--- src/rtl/key_sel_filter.sv ---
// key_sel_filter: synchronised, debounced active-low key front end
// giving a one-cycle press pulse and a toggling mux select level.
module key_sel_filter #(
  parameter int CNT_MAX = 999_999
) (
  input  logic sys_clk,
  input  logic sys_rst_n,
  input  logic key_in,
  output logic key_flag,
  output logic key_state,
  output logic sel_out
);

  localparam int CW = $clog2(CNT_MAX + 1);
  localparam logic [CW-1:0] CMAX = CW'(CNT_MAX);

  typedef enum logic [1:0] {
    IDLE,
    P_FILTER,
    DOWN,
    R_FILTER
  } state_t;

  state_t        r_state;
  state_t        w_state_nxt;
  logic [CW-1:0] r_cnt;
  logic [CW-1:0] w_cnt_nxt;
  logic          r_key_d1;
  logic          r_key_s;
  logic          r_flag;
  logic          r_kstate;
  logic          r_sel;
  logic          w_flag_nxt;
  logic          w_kstate_nxt;
  logic          w_sel_nxt;
  logic          w_cnt_done;

  // Two-flop synchroniser, idles at released (1).
  always_ff @(posedge sys_clk or negedge sys_rst_n) begin
    if (!sys_rst_n) begin
      r_key_d1 <= 1'b1;
      r_key_s  <= 1'b1;
    end else begin
      r_key_d1 <= key_in;
      r_key_s  <= r_key_d1;
    end
  end

  always_ff @(posedge sys_clk or negedge sys_rst_n) begin
    if (!sys_rst_n) begin
      r_state  <= IDLE;
      r_cnt    <= '0;
      r_flag   <= 1'b0;
      r_kstate <= 1'b0;
      r_sel    <= 1'b0;
    end else begin
      r_state  <= w_state_nxt;
      r_cnt    <= w_cnt_nxt;
      r_flag   <= w_flag_nxt;
      r_kstate <= w_kstate_nxt;
      r_sel    <= w_sel_nxt;
    end
  end

  assign w_cnt_done = (r_cnt == CMAX);

  always_comb begin
    w_state_nxt  = r_state;
    w_cnt_nxt    = r_cnt;
    w_flag_nxt   = 1'b0;
    w_kstate_nxt = r_kstate;
    w_sel_nxt    = r_sel;
    unique case (r_state)
      IDLE: begin
        w_cnt_nxt = '0;
        if (!r_key_s) begin
          w_state_nxt = P_FILTER;
        end
      end
      P_FILTER: begin
        if (r_key_s) begin
          w_state_nxt = IDLE;
          w_cnt_nxt   = '0;
        end else if (w_cnt_done) begin
          w_state_nxt  = DOWN;
          w_cnt_nxt    = '0;
          w_flag_nxt   = 1'b1;
          w_kstate_nxt = 1'b1;
          w_sel_nxt    = ~r_sel;
        end else begin
          w_cnt_nxt = r_cnt + 1'b1;
        end
      end
      DOWN: begin
        w_cnt_nxt = '0;
        if (r_key_s) begin
          w_state_nxt = R_FILTER;
        end
      end
      R_FILTER: begin
        // A bounce back low returns silently; no second flag.
        if (!r_key_s) begin
          w_state_nxt = DOWN;
          w_cnt_nxt   = '0;
        end else if (w_cnt_done) begin
          w_state_nxt  = IDLE;
          w_cnt_nxt    = '0;
          w_kstate_nxt = 1'b0;
        end else begin
          w_cnt_nxt = r_cnt + 1'b1;
        end
      end
      default: begin
        w_state_nxt = IDLE;
        w_cnt_nxt   = '0;
      end
    endcase
  end

  assign key_flag  = r_flag;
  assign key_state = r_kstate;
  assign sel_out   = r_sel;

endmodule

--- config.mk ---
export PLATFORM = sky130hd
export DESIGN_NAME = key_sel_filter
export DESIGN_NICKNAME = d
export VERILOG_FILES = /design/src/rtl/key_sel_filter.sv
export SDC_FILE = /design/constraint.sdc
export NUM_CORES = 1
export LEC_CHECK = 0
export CORE_MARGIN = 1.5
export CORE_UTILIZATION = 50
export CTS_BUF_LIST = sky130_fd_sc_hd__clkbuf_8 sky130_fd_sc_hd__clkbuf_16
export CTS_CLUSTER_DIAMETER = 30
export CTS_CLUSTER_SIZE = 24
export DETAILED_ROUTE_END_ITERATION = 16
export GPL_ROUTABILITY_DRIVEN = 0
export PLACE_DENSITY = 0.74
export REMOVE_ABC_BUFFERS = 1
export SLEW_MARGIN = 20
export SYNTH_ARGS = -nofsm -noshare
export SYNTH_HDL_FRONTEND = slang
export SYNTH_SLANG_ARGS = --single-unit
--- constraint.sdc ---
create_clock -name sys_clk -period 2.6 [get_ports sys_clk]
set_input_delay 0.78 -clock sys_clk [delete_from_list [all_inputs] [get_ports sys_clk]]
set_output_delay 0.78 -clock sys_clk [all_outputs]
set_load 0.03 [all_outputs]
; ---- Word-level counts from Yosys, hierarchy flattened
; Index checks and enable logic that the tools add are counted.
[word_totals]
register_bits = 27
out_inout_bits = 3
elab_cells = 47
[classes]
n_addsub = 1
n_eq_ne = 12
mux = 19
bitwise = 2
n_reduce_logical = 6
[op_table]
columns = op, n
row1 = two-way mux 20 bit, 3
row2 = case mux 20 bit (3 select lines), 1
row3 = "adder 20 x 1 -> 20 bit, second input constant", 1
row4 = "equality test 20 bit, second input constant", 1
row5 = two-way mux 2 bit, 6
row6 = "!= test 2 bit, second input constant", 6
row7 = case mux 2 bit (4 select lines), 1
row8 = two-way mux 1 bit, 7
row9 = "!= test 3 bit, second input constant", 2
row10 = AND reduction 5 bit, 1
row11 = "equality test 2 bit, second input constant", 2
row12 = AND reduction 4 bit, 1
row13 = AND reduction 3 bit, 1
row14 = "equality test 2 x 1 -> 1 bit, second input constant", 1
row15 = zero test 2 bit, 1
row16 = NOT 1 bit, 2
row17 = case mux 1 bit (2 select lines), 1
row18 = nonzero test 2 bit, 1
row19 = OR reduction 2 bit, 1

; ---- Depth between registers and ports, before layout
; Gate-level depths: netlist of run 1.
[logic_depth]
word_depth = 4
depth_mapped = 6

; ---- Least setup slack after synthesis of run 1
; Ideal clock, no wire load.
[synth_timing]
path_kind = reg-to-reg
from = register r_cnt[13]
to = register r_cnt[10]
setup_ps = 119
arrival_ps = 1687
required_time_ps = 2481
path_slack_ps = 795
stages_incl_launch_ff = 7
n_path_buf = 2
synth_period_minus_slack_ps = 1805
cell_sequence = dfrtp_1 -> or3b_1 -> or4_1 -> clkbuf_2 -> o21ai_4 -> buf_6 -> nor2_1
[synth_between]
elab_chain_cells = 4
[synth_lines]
columns = element, line_no
row1 = from (decl), 26  ; logic [CW-1:0] r_cnt;
row2 = from (signal assigned), 58  ; r_cnt <= w_cnt_nxt;
row3 = equality test 20 bit *, 65  ; assign w_cnt_done = (r_cnt == CMAX);
row4 = two-way mux 20 bit *, "84, 105"
row5 = two-way mux 20 bit (on tied branches), "102, 81"
row6 = case mux 20 bit (3 select lines) *, 73  ; unique case (r_state)
row7 = named net w_cnt_nxt[10], 27  ; logic [CW-1:0] w_cnt_nxt;
; The timed path passes the listed nets; every way through them passes the cells marked *.
; A chain may end at the register's enable or synchronous reset.

; ---- Final worst setup path of run 1
[layout_timing]
from = register r_kstate (netlist: key_state)
to = output port key_state
[layout_lines]
columns = element, line_no
row1 = from (decl), 31  ; logic r_kstate;
row2 = from (signal assigned), 60  ; r_kstate <= w_kstate_nxt;
row3 = to (decl), 10  ; output logic key_state,
; No word-level cell between the ends.

==> results of run 1 <==
-- report_power, final --
| part | leakage, nW | total, mW | internal (mW) | switching (mW) |
|---|---|---|---|---|
| Sequential | 0.367 | 0.428 | 0.425 | 0.00295 |
| Combinational | 0.160 | 0.0227 | 0.00791 | 0.0148 |
| Clock | 0.0269 | 0.229 | 0.106 | 0.123 |
-- sequential cells by signal, indices dropped and copies added (netlist names), named ones only --
signal	cells
r_cnt	20
key_flag	1
key_state	1
r_key_d1	1
r_key_s	1
r_state	1
sel_out	1
-- per-stage QoR --
step	hold slack [ps]	power, mW
floorplan	345	0.443
detailed placement	347	0.459
global route	363	0.705
global placement	345	0.458
CTS	360	0.684
finish	359	0.679
-- placed cells by master, fill, tap and decap left out --
cell type        Yosys  layout
o21ai_0              2       2
o21ai_4              1       1
and4b_1              1       1
nand4bb_1            1       1
and2_1               1       1
clkdlybuf4s50_1      0       5
or4_1                1       1
nor4_1               7       7
nand4_1              6       6
buf_4                0       2
nand3_1              7       7
o221ai_1             2       2
nor4bb_1             1       1
a21oi_1              1       1
nor2_1              22      22
nand2_1              4       4
inv_1                5       6
o31ai_1              1       1
dfstp_2              2       2
o21a_1               1       1
or3b_1               1       1
nor3_1               6       6
dfrtp_1             25      25
a21boi_0             1       1
a31o_2               1       1
or3b_2               1       1
clkbuf_8             0       3
ha_1                 1       1
xnor2_1             14      14
and3_1               5       5
xor2_1               3       3
-- per-layer routing --
| metal | track usage (%) | vias to the layer above | share of wire [%] |
|---|---|---|---|
| met5 | 0 | - | 0 |
| met3 | 3.33 | 5 | 2.5 |
| met1 | 25.4 | 462 | 46 |
| met2 | 30.3 | 12 | 49 |
| met4 | 10.7 | 0 | 1.9 |
| li1 | - | 466 | - |
-- path summary, 6_finish.rpt --
path	start	endpoint	cells past startpoint
max in group asynchronous	sys_rst_n	r_key_s	2
setup reg to reg	r_cnt[13]	r_cnt[6]	4
hold reg to reg	r_key_d1	r_key_s	0
min in group asynchronous	sys_rst_n	r_cnt[18]	2
hold / removal	r_key_d1	r_key_s	0
setup / recovery	key_state	key_state	1
-- cell families after synthesis --
logic type | after synthesis | share of synthesized area (%)
buf+inv | 7 | 2.71
fa+ha+maj | 1 | 0.968
compound gates | 10 | 6.20
simple gates | 64 | 26.1
xor+xnor | 17 | 11.5
flops | 27 | 52.5
-- cell type report --
| class | count | area, sq um |
|---|---|---|
| sequential | 27 | 678 |
| inverter | 5 | 18.8 |
| timing repair buffer | 7 | 65.1 |
| tap | 30 | 37.5 |
| fill | 211 | 1030 |
| clock inverter | 1 | 3.75 |
| clock buffer | 3 | 41.3 |
| multi-input combinational | 92 | 579 |
==> summary.md, run 1 <==
| Metric | Value |
|---|---|
| CP cell instances | clkdlybuf4s50_1 |
| First-pass GRT wire length | between 3 and 4 mm |
| Max-capacitance violation count | 0 |
| Core Util, Final | about three fifths |
| Pre-antenna DRT Iters | 4 |
| H-Tree Depth | 1 |
| Hold Violations, Final | 0 |
| Mapped Cells | approximately 130 |
| RSZ-0062 raised after global routing | no |
| Clk_skew | approximately 5.5 ps |
| R2R Setup Slk | just under 600 ps |
| Placed insts | about 160 |
| # diodes | 0 |
| Die area | just under 3000 sq um |
| Nets | 140 |
| Hold Buf Count CTS | 0 |
| Area share of the largest cell type after synthesis | 48.4% |
| Largest net degree at the start of global routing | 18 |
| Fin worst setup slack | between 500 and 600 ps |
| Num rows | 18 |
| CTS tree | built |
| Layout Cells excl Fill | about 170 |
| Critical path type | flip-flop to output pin |
| Reg clk slew, reported paths | around 80 ps |
| Initial antenna violation count | 0 |
| Core box area | about 2500 sq um |
| Skew-Pair Late Insertion Delay | 270 ps |
| Chip Height | about 54 microns |
| Endpoints failing setup | 0 |
| Synthesized flop and latch total | 27 |
| Leading area contributor after synthesis | dfrtp_1 |
| Chip Width | between 50 and 60 microns |
| Worst-margin pin slew | around 550 ps |
| Place WS | just under 600 ps |
| Via count | approximately 950 |
| Synth cell types | 30 |
| Design area | 1420 sq um |
| Total GRT Usage | between 10% and 20% |
| Top Family by Delay on Critical Path | buffers and inverters |
| Area grow syn2layout | 10.2% |
| Remaining global-route overflow | 0 |
| Synth top cells by count | dfrtp_1 (25), nor2_1 (22), xnor2_1 (14) |
| I/O pin count | 6 |
| Number of global-route vias before repair | 926 |
| Final wirelength | 2.22 mm |
| CP Capture Type | output pin |
| Worst min path class | flip-flop to flip-flop |
| Status | finished clean |
| Leakage Power | around 0.55 nW |
| Setup TNS Final | 0 ps |
| DRC Markers | 0 |
| CTS Root Cell | clkbuf_8 |
| Clock tree buffer depth | 2 |
| Primary FF master, synth | dfrtp_1 |
| Slew Viols, Final | 0 |
| Crit path buf inv count | 1 |
| Vias/cell | ~5.7 |
| Critical-path maximum fanout | 3 |
| CP required | 1820 ps |
| IO buf count | 5 |
| Power Dens Cells | 477 nW/um^2 |
| Count leader, synth | dfrtp_1 |
| Initial Util | a little over half |
| CP arrival | ~1300 ps |
| Maximum vdd drop | about 480 uV |
| Asr flop ratio synth | 100% |
| Post-CTS setup buffers | 0 |
| Mapped cell area | between 1000 and 1500 sq um |
| Slew headroom | a little over three fifths |
| Tmin final | 2100 ps |
| Area after DPL | between 1000 and 1500 sq um |
| Cts bufs inserted | 3 |
| Iter 0 DRT Violations | 17 |
| Yosys warns | 0 |
| Startpoint Class | flip-flop |
| Critical Path Slowest Stage Cell | clkdlybuf4s50_1 |
| Post-synth EDFFs | 0 |
| Layout cells sized above 1 | under 10% |
| Detailed-placement wirelength estimate | roughly 1.6 mm |
| Register area share after synthesis | 52.5% |
| Leading post-synthesis cells by cell area | dfrtp_1 (48%), xnor2_1 (9.5%), nor2_1 (6.4%) |
| FMAX | between 0.4 and 0.5 GHz |
| Post-Synthesis Mean Instance Area | between 10 and 15 sq um |
| Clock Sinks | 27 |
| DR WL/cell | ~13 microns |
| Final Cycle Share | 80.8% |
| Final ANT Viol Nets | 0 |
| PostCTS Resize Cnt | 0 |
| Largest stage delay, worst path | just under 700 ps |
Power figures use the tool's default switching activity.
==> run 2, diff against run 1 <==
- clock period: 2.6 -> 2 ns (I/O delays scaled with it)
==> run 2 against run 1 <==
  * Final area up 6.1%
  * Count of clock-buffer cells in the layout unchanged
  * Critical path depth unchanged
  * Sequential power up 30%
  * Via count up 3.3%
  * Clock power up 31%
  * Die area unchanged
  * Final cell count up 4.8%
  * Combinational power up 51%
  * Hold slack better by 3.3 ps
  * Sequential cell count unchanged
  * Critical endpoint unchanged
==> summary.md, run 2 (synthesis results as in run 1) <==
| Metric | Value |
|---|---|
| Fin worst setup slack | between 80 and 90 ps |
| DRC Markers | 0 |
| CP required | 1400 ps |
| Pre-antenna DRT Iters | 4 |
| Slew headroom | a little over two thirds |
| R2R Setup Slk | 150 ps |
| Startpoint Class | flip-flop |
| Skew-Pair Late Insertion Delay | 270 ps |
| Clock tree buffer depth | 2 |
| Initial Util | 52.7% |
| DR WL/cell | 13.8 microns |
| Num rows | 18 |
| Die area | roughly 2900 sq um |
| Final ANT Viol Nets | 0 |
| CP Capture Type | output pin |
| Via count | a little under 1000 |
| Clock Sinks | 27 |
| Area grow syn2layout | 16.8% |
| RSZ-0062 raised after global routing | no |
| CTS tree | built |
| CTS Root Cell | clkbuf_8 |
| Critical Path Slowest Stage Cell | clkdlybuf4s50_1 |
| Critical-path maximum fanout | 3 |
| Nets | between 100 and 150 |
| Chip Height | roughly 54 microns |
| Iter 0 DRT Violations | 29 |
| Final Cycle Share | between 90% and 100% |
| Reg clk slew, reported paths | roughly 90 ps |
| IO buf count | 5 |
| Setup TNS Final | 0 ps |
| Cts bufs inserted | 3 |
| Most frequent cells in the layout | dfrtp_1 (25), nor2_1 (22), xnor2_1 (14), buf_4 (9), nand3_1 (7) |
| Final wirelength | about 2.4 mm |
| Core Util, Final | approximately 60% |
| Hold Violations, Final | 0 |
| Place WS | 176 ps |
| Chip Width | 53.8 microns |
| Biggest register | r_cnt |
| Max-capacitance violation count | 0 |
| Worst-margin pin slew | approximately 440 ps |
| Detailed-placement wirelength estimate | 1.78 mm |
| Leakage Power | roughly 0.60 nW |
| H-Tree Depth | 1 |
| Slew Viols, Final | 0 |
| Reg2reg path depth | 5 |
| Layout Cells excl Fill | 173 |
| Critical path type | flip-flop to output pin |
| Top Family by Delay on Critical Path | buffers and inverters |
| Largest register FFs | 20 |
| Placed insts | approximately 170 |
| I/O pin count | 6 |
| Most common cell after layout, fill and taps aside | dfrtp_1 |
| Vias/cell | 5.64 |
| Maximum vdd drop | 469 uV |
| Hold Buf Count CTS | 0 |
| Total GRT Usage | 19.8% |
| Number of global-route vias before repair | a little over 900 |
| Remaining global-route overflow | 0 |
| Layout filler cell count | 194 |
| Worst Hold Slack | 362 ps |
| # diodes | 0 |
| Number of cells on the critical path | 1 |
| Worst min path class | flip-flop to flip-flop |
| FF+latch area | between 600 and 700 sq um |
| Power Dens Cells | 589 nW/um^2 |
| Clk_skew | 4.36 ps |
| First-pass GRT wire length | 4.08 mm |
| Layout cells sized above 1 | between 10 and 15% |
| Tmin final | 1920 ps |
| Crit path buf inv count | 1 |
| Hold path depth | 0 |
| Endpoints failing setup | 0 |
| Initial antenna violation count | 0 |
| CP arrival | around 1300 ps |
| Largest stage delay, worst path | ~680 ps |
| Status | finished clean |
| FMAX | 0.521 GHz |
| Largest net degree at the start of global routing | 20 |
| Core box area | ~2500 sq um |
| Multi-input logic area | approximately 590 sq um |
| CP cell instances | clkdlybuf4s50_1 |
-- run 2: worst paths after layout --
path,start,to
min in group asynchronous,sys_rst_n,r_state[0]
worst min-delay path,r_key_d1,r_key_s
worst min register to register,r_key_d1,r_key_s
max in group asynchronous,sys_rst_n,r_cnt[13]
worst max register to register,r_cnt[13],flip-flop
worst max-delay path,key_state,key_state
-- run 2: what timing repair did --
| action | in CTS | in global routing |
|---|---|---|
| gates resized for setup | 0 | 2 |
| setup buffers | 0 | 0 |
| setup endpoints to repair | 0 | 2 |
-- run 2: per-stage QoR --
step / total power [mW] / area, sq um
CTS: 0.898 / 1500
global placement: 0.601 / 1450
finish: 0.890 / 1510
global route: 0.919 / 1510
detailed placement: 0.602 / 1450
floorplan: 0.576 / 1280
-- run 2: final cells by class --
cell class | count | share of cell area [%]
inverter | 5 | 1.24
sequential | 27 | 44.9
clock inverter | 1 | 0.331
tap | 30 | 2.49
clock buffer | 3 | 2.73
timing repair buffer | 15 | 9.11
multi-input combinational | 92 | 39.2
-- run 2: power by group --
group | total (mW) | leakage, nW | internal [mW] | switching (mW)
Clock | 0.300 | 0.0255 | 0.139 | 0.160
Sequential | 0.556 | 0.367 | 0.552 | 0.00414
Combinational | 0.0342 | 0.203 | 0.0140 | 0.0202
Total | 0.890 | 0.596 | 0.705 | 0.184
-- run 2: layer usage --
metal	routed length, microns	global-route usage [%]
met1	1150	27.3
met2	1110	29.7
met3	76	3.33
met4	55	11.1
met5	0	0
